===== config.mk =====
export PLATFORM = sky130hd
export DESIGN_NAME = pipeline_units_param
export DESIGN_NICKNAME = d
export VERILOG_FILES = /design/src/rtl/pipeline_units_param.sv
export SDC_FILE = /design/constraint.sdc
export NUM_CORES = 1
export LEC_CHECK = 0
export ABC_CLOCK_PERIOD_IN_PS = 2400
export CAP_MARGIN = 10
export CORE_MARGIN = 2
export CORE_UTILIZATION = 50
export DETAILED_ROUTE_END_ITERATION = 8
export HOLD_SLACK_MARGIN = 0.08
export PLACE_DENSITY = 0.85
export REMOVE_ABC_BUFFERS = 1
export SETUP_SLACK_MARGIN = 0.4
export SLEW_MARGIN = 20
export SYNTH_ARGS = -nofsm -noshare
export SYNTH_HDL_FRONTEND = slang
export SYNTH_SLANG_ARGS = --single-unit

===== constraint.sdc =====
create_clock -name clk -period 2.4 [get_ports clk]
set_input_delay 0.72 -clock clk [delete_from_list [all_inputs] [get_ports clk]]
set_output_delay 0.72 -clock clk [all_outputs]
set_load 0.03 [all_outputs]

===== src/rtl/pipeline_units_param.sv =====
// Elastic register pipeline with an input FIFO buffer, flush and stall handling.
// Optional PIPELINE_STALL_CNT_EN adds a saturating stall_count output.
module pipeline_units_param #(
    parameter int WIDTH  = 32,
    parameter int DEPTH  = 4,
    parameter int STAGES = 3
) (
    input  logic                       clk,
    input  logic                       reset,
    input  logic                       in_flush,
    input  logic [WIDTH-1:0]           inputs,
    input  logic                       in_valid,
    input  logic                       in_stall,
    output logic [WIDTH-1:0]           outputs,
    output logic                       out_valid,
    output logic                       out_flush,
    output logic                       out_stall,
    output logic [$clog2(DEPTH+1)-1:0] level
`ifdef PIPELINE_STALL_CNT_EN
    ,
    output logic [15:0]                stall_count
`endif
);
    localparam int LW = $clog2(DEPTH+1);
    localparam int PW = $clog2(DEPTH);

    logic [STAGES:1]            r_v;
    logic [STAGES:1][WIDTH-1:0] r_d;
    logic [WIDTH-1:0]           r_buf [DEPTH];
    logic [PW-1:0]              r_rd;
    logic [PW-1:0]              r_wr;
    logic [LW-1:0]              r_level;
    logic                       r_flush;

    logic [STAGES:1]            w_load;
    logic                       w_run;
    logic [STAGES:1]            w_nxt_v;
    logic [STAGES:1][WIDTH-1:0] w_nxt_d;
    logic                       w_accept;
    logic                       w_buffered;
    logic                       w_src_v;
    logic [WIDTH-1:0]           w_src_d;
    logic                       w_enq;
    logic                       w_deq;

    function automatic logic [PW-1:0] f_inc(input logic [PW-1:0] p);
        return (p == PW'(DEPTH-1)) ? '0 : p + 1'b1;
    endfunction

    assign outputs   = r_d[STAGES];
    assign out_valid = r_v[STAGES];
    assign out_flush = r_flush;
    assign out_stall = (r_level == LW'(DEPTH));
    assign level     = r_level;

    assign w_accept   = in_valid && !out_stall && !in_flush;
    assign w_buffered = (r_level != '0);
    assign w_src_v    = w_buffered || w_accept;
    assign w_src_d    = w_buffered ? r_buf[r_rd] : (w_accept ? inputs : '0);
    assign w_deq      = w_buffered && w_load[1];
    // Buffered beats go first, so a new beat bypasses only into an empty buffer.
    assign w_enq      = w_accept && (w_buffered || !w_load[1]);

    // A stage may load when it is empty or its content moves on this cycle.
    always_comb begin
        w_load = '0;
        w_run  = !r_v[STAGES] || !in_stall;
        w_load[STAGES] = w_run;
        for (int s = STAGES - 1; s >= 1; s--) begin
            w_run     = !r_v[s] || w_run;
            w_load[s] = w_run;
        end
    end

    always_comb begin
        w_nxt_v = r_v;
        w_nxt_d = r_d;
        if (w_load[1]) begin
            w_nxt_v[1] = w_src_v;
            w_nxt_d[1] = w_src_d;
        end
        for (int s = 2; s <= STAGES; s++) begin
            if (w_load[s]) begin
                w_nxt_v[s] = r_v[s-1];
                w_nxt_d[s] = r_d[s-1];
            end
        end
    end

    always_ff @(posedge clk) begin
        if (reset) begin
            r_v     <= '0;
            r_d     <= '0;
            r_rd    <= '0;
            r_wr    <= '0;
            r_level <= '0;
            r_flush <= 1'b0;
            for (int i = 0; i < DEPTH; i++) r_buf[i] <= '0;
        end else if (in_flush) begin
            r_v     <= '0;
            r_d     <= '0;
            r_rd    <= '0;
            r_wr    <= '0;
            r_level <= '0;
            r_flush <= 1'b1;
        end else begin
            r_flush <= 1'b0;
            r_v     <= w_nxt_v;
            r_d     <= w_nxt_d;
            if (w_enq) begin
                r_buf[r_wr] <= inputs;
                r_wr        <= f_inc(r_wr);
            end
            if (w_deq) r_rd <= f_inc(r_rd);
            case ({w_enq, w_deq})
                2'b10:   r_level <= r_level + 1'b1;
                2'b01:   r_level <= r_level - 1'b1;
                default: r_level <= r_level;
            endcase
        end
    end

`ifdef PIPELINE_STALL_CNT_EN
    logic [15:0] r_stall_cnt;

    assign stall_count = r_stall_cnt;

    // Only reset clears the counter; flush leaves it alone.
    always_ff @(posedge clk) begin
        if (reset)
            r_stall_cnt <= '0;
        else if (in_stall && r_v[STAGES] && (r_stall_cnt != 16'hFFFF))
            r_stall_cnt <= r_stall_cnt + 16'd1;
    end
`endif

endmodule

# After elaboration in Yosys (flattened, before gate mapping)
# Memory sizes are Yosys's and may differ from the RTL's. A register that Yosys moved wholly into a read port is not among the register bits.
# Cells that the tools add are included.
# word_totals
mem_count	1
ramBits	128
wordCells	57
regBits	107
out_inout_bits	38
# classes
muxes	17
eq_ne	5
n_reduce_logical	20
n_addsub	4
# memory_table
memory	words	word_bits	rd	rd_ports_with_merged_regs	wr	line_no	source
r_buf	4	32	1	1	4	29	logic [WIDTH-1:0] r_buf [DEPTH];
# op_table
operator	n
$mux 32	3
$reduce_or 32->1	1
$mux 2	5
$mux 1	8
$logic_not 1->1	7
$eq 2x2->1 const B	3
$pmux 3 s2	1
$logic_or 1x1->1	5
$add 2x1->2 const B	2
$logic_and 1x1->1	4
$add 3x1->3 const B	1
$eq 3x3->1 const B	1
$reduce_bool 3->1	1
$sub 3x1->3 const B	1
$eq 2x1->1 const B	1
$reduce_bool 2->1	1
$reduce_or 2->1	1

# Logic depth before layout (Yosys ltp)
# depth
depth_word	13
mapped_depth	9
mapped_depth_nobuf	9

# Least setup slack after synthesis
# No wires, ideal clock.
# synth_path
path_type	register -> register
from	reg r_level[2], in the netlist level[2]
to	reg r_level[2], in the netlist level[2]
arrival_time_ps	2998
path_stages_with_launch	10
n_path_buf	0
path_slack_ps	-669
required_time_ps	2330
setup_ps	70
cell_sequence	dfxtp_1 > nor3b_1 > a211oi_2 > inv_1 > ha_1 > inv_1 > fa_1 > xor2_1 > or3_1 > a21oi_1
# synth_between
elab_chain_cells	7
elab_cells_between_ends	14
cone_classes	add/sub (2); eq/ne (3); mux (1); reduce/logical (8)
# synth_lines
element	line_no	source
from (decl)	32	logic [LW-1:0] r_level;
from (signal assigned)	116	2'b10: r_level <= r_level + 1'b1;
from (signal assigned)	117	2'b01: r_level <= r_level - 1'b1;
from (signal assigned)	118	default: r_level <= r_level;
$eq 3x3->1 *	53	assign out_stall = (r_level == LW'(DEPTH));
via out_stall	17	output logic out_stall,
$logic_not 1->1 *	56	assign w_accept = in_valid && !out_stall && !in_flush;
$logic_and 1x1->1 * (2 in series)	56	
$logic_and 1x1->1 *	62	assign w_enq = w_accept && (w_buffered || !w_load[1]);
$eq 2x1->1 or $eq 2x2->1 (tied branches)	115	case ({w_enq, w_deq})
$pmux 3 s2 or $reduce_bool 2->1 (tied branches)	n/a	
# The timed path passes the listed nets; every way through them passes the cells marked *.
# A chain may end at the register's enable or synchronous reset.

# Final worst setup path
# layout_path
from	reg r_level[0], in the netlist level[0]
to	out out_stall
# layout_between
elab_chain_cells	1
# layout_lines
element	line_no
$eq 3x3->1	53
to (decl)	17
# No other way between the ends.

==> results.md <==
- Pre-CTS setup slack: -0.427 ns
- Final Cycle Share: 90.3%
- All-Layer GR Usage: 22.1%
- Yosys warnings: 0
- CTS tree: yes
- Top cell by count, worst path: buf_4
- CP Data Required Time: 1.68 ns
- Critical path depth in cells: 3
- TritonCTS Buffers: 24
- PD cells: 716 nW/µm²
- Max transition margin: 56.0%
- Layout Nets: 915
- Sum Neg Setup Slack: 0 ns
- Maximum fanout along the worst path: 6
- Avg Synthesized Cell Area: 12.3 µm²
- Clock buffer depth: 3
- Max-slew violations: 0
- Cells after Synth: 817
- Worst path cell trace: nor3b_4 > buf_4 > buf_4
- Commonest non-fill, non-tap cell in the layout: nand2_1
- Root buffer cell: clkbuf_16
- Final Hold Fails: 0
- Cell Rows: 51
- ANT cells: 0
- Total wire length: 23900 µm
- Max cap viols: 0
- Internal power: 6870 µW
- Synth Cell Area: 10100 µm²
- Initial core utilization: 51.4%
- Tmin final: 2.17 ns
- HPWL Detailed: 13600 µm
- Setup crit start: level[0]$_SDFFE_PP0P_
- IO buf count: 74
- Die area: 21300 µm²
- Via density: 5.85
- GR Overflow Total: 0
- Vias in the first global route: 6821
- Die Y: 146 µm
- Die Width: 146 µm
- Sw Pwr: 1740 µW
- Largest net degree at the start of global routing: 43
- CP max-delay cell: dfxtp_4
- Worst setup EP type: output port
- Design area: 12000 µm²
- Clock Latency Late Sink: 0.52 ns
- Clk pwr share: 45.4%
- Sw frac: 20.2%
- Boundary Pins: 75
- First-pass detailed-route iteration total: 5
- CP Data Arrival Time: 1.45 ns
- Final setup violation count: 0
- Via count: 6765
- DRC: 0
- Capture point of the worst reg-to-reg path: level[2]$_SDFFE_PP0P_
- Total chip power: 8610 µW
- Critical path startpoint category: flop
- End of the critical path: out_stall
- Internal reg-to-reg setup slack: 0.28 ns
- Clock slew at reported path FFs: 0.06 ns
- Layout cells sized above 1: 17.2%
- Fmax: 0.462 GHz
- Clk_skew: 0.0104 ns
- Crit path max-delay family: flip-flops
- Pleak: 0.00472 µW
- Peak supply drop: 0.450 mV
- Hold Buf Count CTS: 0
- Hold path startpoint: outputs[26]$_SDFFE_PP0P_
- Status: complete, no violations
- Max stage delay on crit path: 0.38 ns
- Worst hold path class: flop to flop
- Core ar.: 19600 µm²
- Seq/Total Area, Yosys: 59.8%
- Placed Area: 11000 µm²
- Combinational share of power: 3.6%
- RSZ-0062 raised after global routing: true
- Slew @ Worst Pin: 0.660 ns
- GP Congestion: 0.745
- PnR worst setup slack: 0.233 ns
- R2R depth: 10
- H-tree depth: 1
- Antenna violations before repair: 0
- Area growth syn-to-layout: 19.4%
- Reg2Reg Launch Point: level[0]$_SDFFE_PP0P_
- ANT nets after route: 0
- Final Non-Filler Cells: 1157
- Most frequent cells in the layout: 132 x nand2_1, 128 x edfxtp_1, 103 x dfxtp_1
- Post-Place Cells: 1104
- Synth unique cells: 38
- Flip-flop and latch count after synthesis: 237
- Sequential Power Share: 51.0%
- Kind of critical path: flop to output port
- Clock net sink count: 237
- Initial drt markers: 696
- Routed len/inst: 20.6 µm
- First-pass GRT wire length: 37200 µm
- Final-layout fill cell count: 1457
- Buffers & Inverters on Critical Path: 2
-- sequential cells by signal, summed over array words and instances, names as in the netlist, named ones only --
signal	flops
r_v	3
r_buf	128
out_flush	1
level	3
outputs	32
r_d	64
r_wr	2
r_rd	2
-- kinds of logic (layout without fill, tap and decap cells) --
group / Yosys count / after routing / share of synthesized area (%)
AOI/OAI and AO/OA: 109 / 109 / 7.29
xor gates and xnor gates: 2 / 2 / 0.174
adders and majority gates: 4 / 4 / 0.572
buffers and inverters: 106 / 181 / 7.08
DFF: 237 / 237 / 59.8
muxes: 34 / 34 / 7.35
and+or+nand+nor: 325 / 325 / 17.7
-- cell type report --
type	instances	area, µm²	area share (%)
Sequential cell	237	6040	50.2
Clock buffer	34	744	6.19
Clock inverter	10	95.1	0.791
Timing Repair Buffer	133	1400	11.7
Multi-Input combinational cell	474	3400	28.2
Tap cell	265	332	2.76
Inverter	4	15.0	0.125
-- routing by layer --
layer	track usage, %	part of all wire [%]	vias up
met4	7.06	2.5	0
met1	28.2	39	3315
met5	0	0	-
met2	38.3	50	312
met3	3.95	8.1	53
li1	-	-	3085
-- worst min path at each step --
stage | to | slack, ns | cells past startpoint
5_1_grt | outputs[0]$_SDFFE_PP0P_ | 0.46 | 2
3_3_place_gp | outputs[15]$_SDFFE_PP0P_ | 0.44 | 2
6_report | outputs[26]$_SDFFE_PP0P_ | 0.44 | 2
2_1_floorplan | r_d[55]$_SDFFE_PP0P_ | 0.43 | 2
4_1_cts | outputs[26]$_SDFFE_PP0P_ | 0.45 | 2
3_5_place_dp | outputs[1]$_SDFFE_PP0P_ | 0.44 | 2
-- synth_stat cells --
master     number  share of area, %
ha_1            3              0.37
mux2i_1         2              0.20
xor2_1          2              0.17
and2_1         33               2.0
nand4_4         1              0.21
buf_6          12               1.3
mux4_2         32               7.2
nand2_1       132               4.9
buf_4          32               2.4
a211oi_2        1              0.12
buf_2           2             0.099
buf_8           9               1.3
clkbuf_2        1             0.050
or4_1           1             0.075
or2_2           1             0.062
a221o_1        31               3.1
nor3_1          3              0.15
fa_1            1              0.20
a21o_1          3              0.22
or3_1           3              0.19
clkbuf_1       43               1.6
nor2b_1         3              0.19
nand3_1         2             0.099
a21oi_1        68               3.4
nand2b_1        1             0.062
a31o_2          1             0.087
edfxtp_1      128                38
dfxtp_1       109                22
a311o_1         1             0.099
a2111oi_2       1              0.15
inv_1           4              0.15
nor3b_1         1             0.075
o21ai_0         3              0.15
nor4_4          1              0.21
buf_1           3              0.11
nor2_1         12              0.45
and3_1         98               6.1
and4_1         33               2.9
-- metrics by stage --
| step | hold WS (ns) | utilization (%) |
|---|---|---|
| 2_1_floorplan | 0.432 | - |
| 3_3_place_gp | 0.437 | 56.4 |
| 3_5_place_dp | 0.444 | 56.4 |
| 4_1_cts | 0.448 | 60.8 |
| 5_1_grt | 0.462 | 61.4 |
| 6_report | 0.444 | 61.4 |
-- power by group through the flow --
stage	Combinational [µW]	Clock (µW)	Sequential [µW]
after floorplan	112	0	4470
after CTS	304	3950	4390
final	307	3910	4390
after detailed placement	301	0	4480
after global placement	297	0	4470
after global routing	327	4110	4400
-- repair_timing --
action | in CTS | in global routing
setup endpoints to repair | 314 | 25
gates cloned | 0 | 2
pin swaps | 3 | 2
gates resized for setup | 63 | 26
buffers inserted | 2 | 5
-- worst min-delay path: cells and delay by family (launching register included) --
family,cells,cell delay [ns]
flip-flops,1,0.30
AND/OR/NAND/NOR,1,0.05
AO/OA/AOI/OAI,1,0.05
Power figures use the tool's default switching activity.
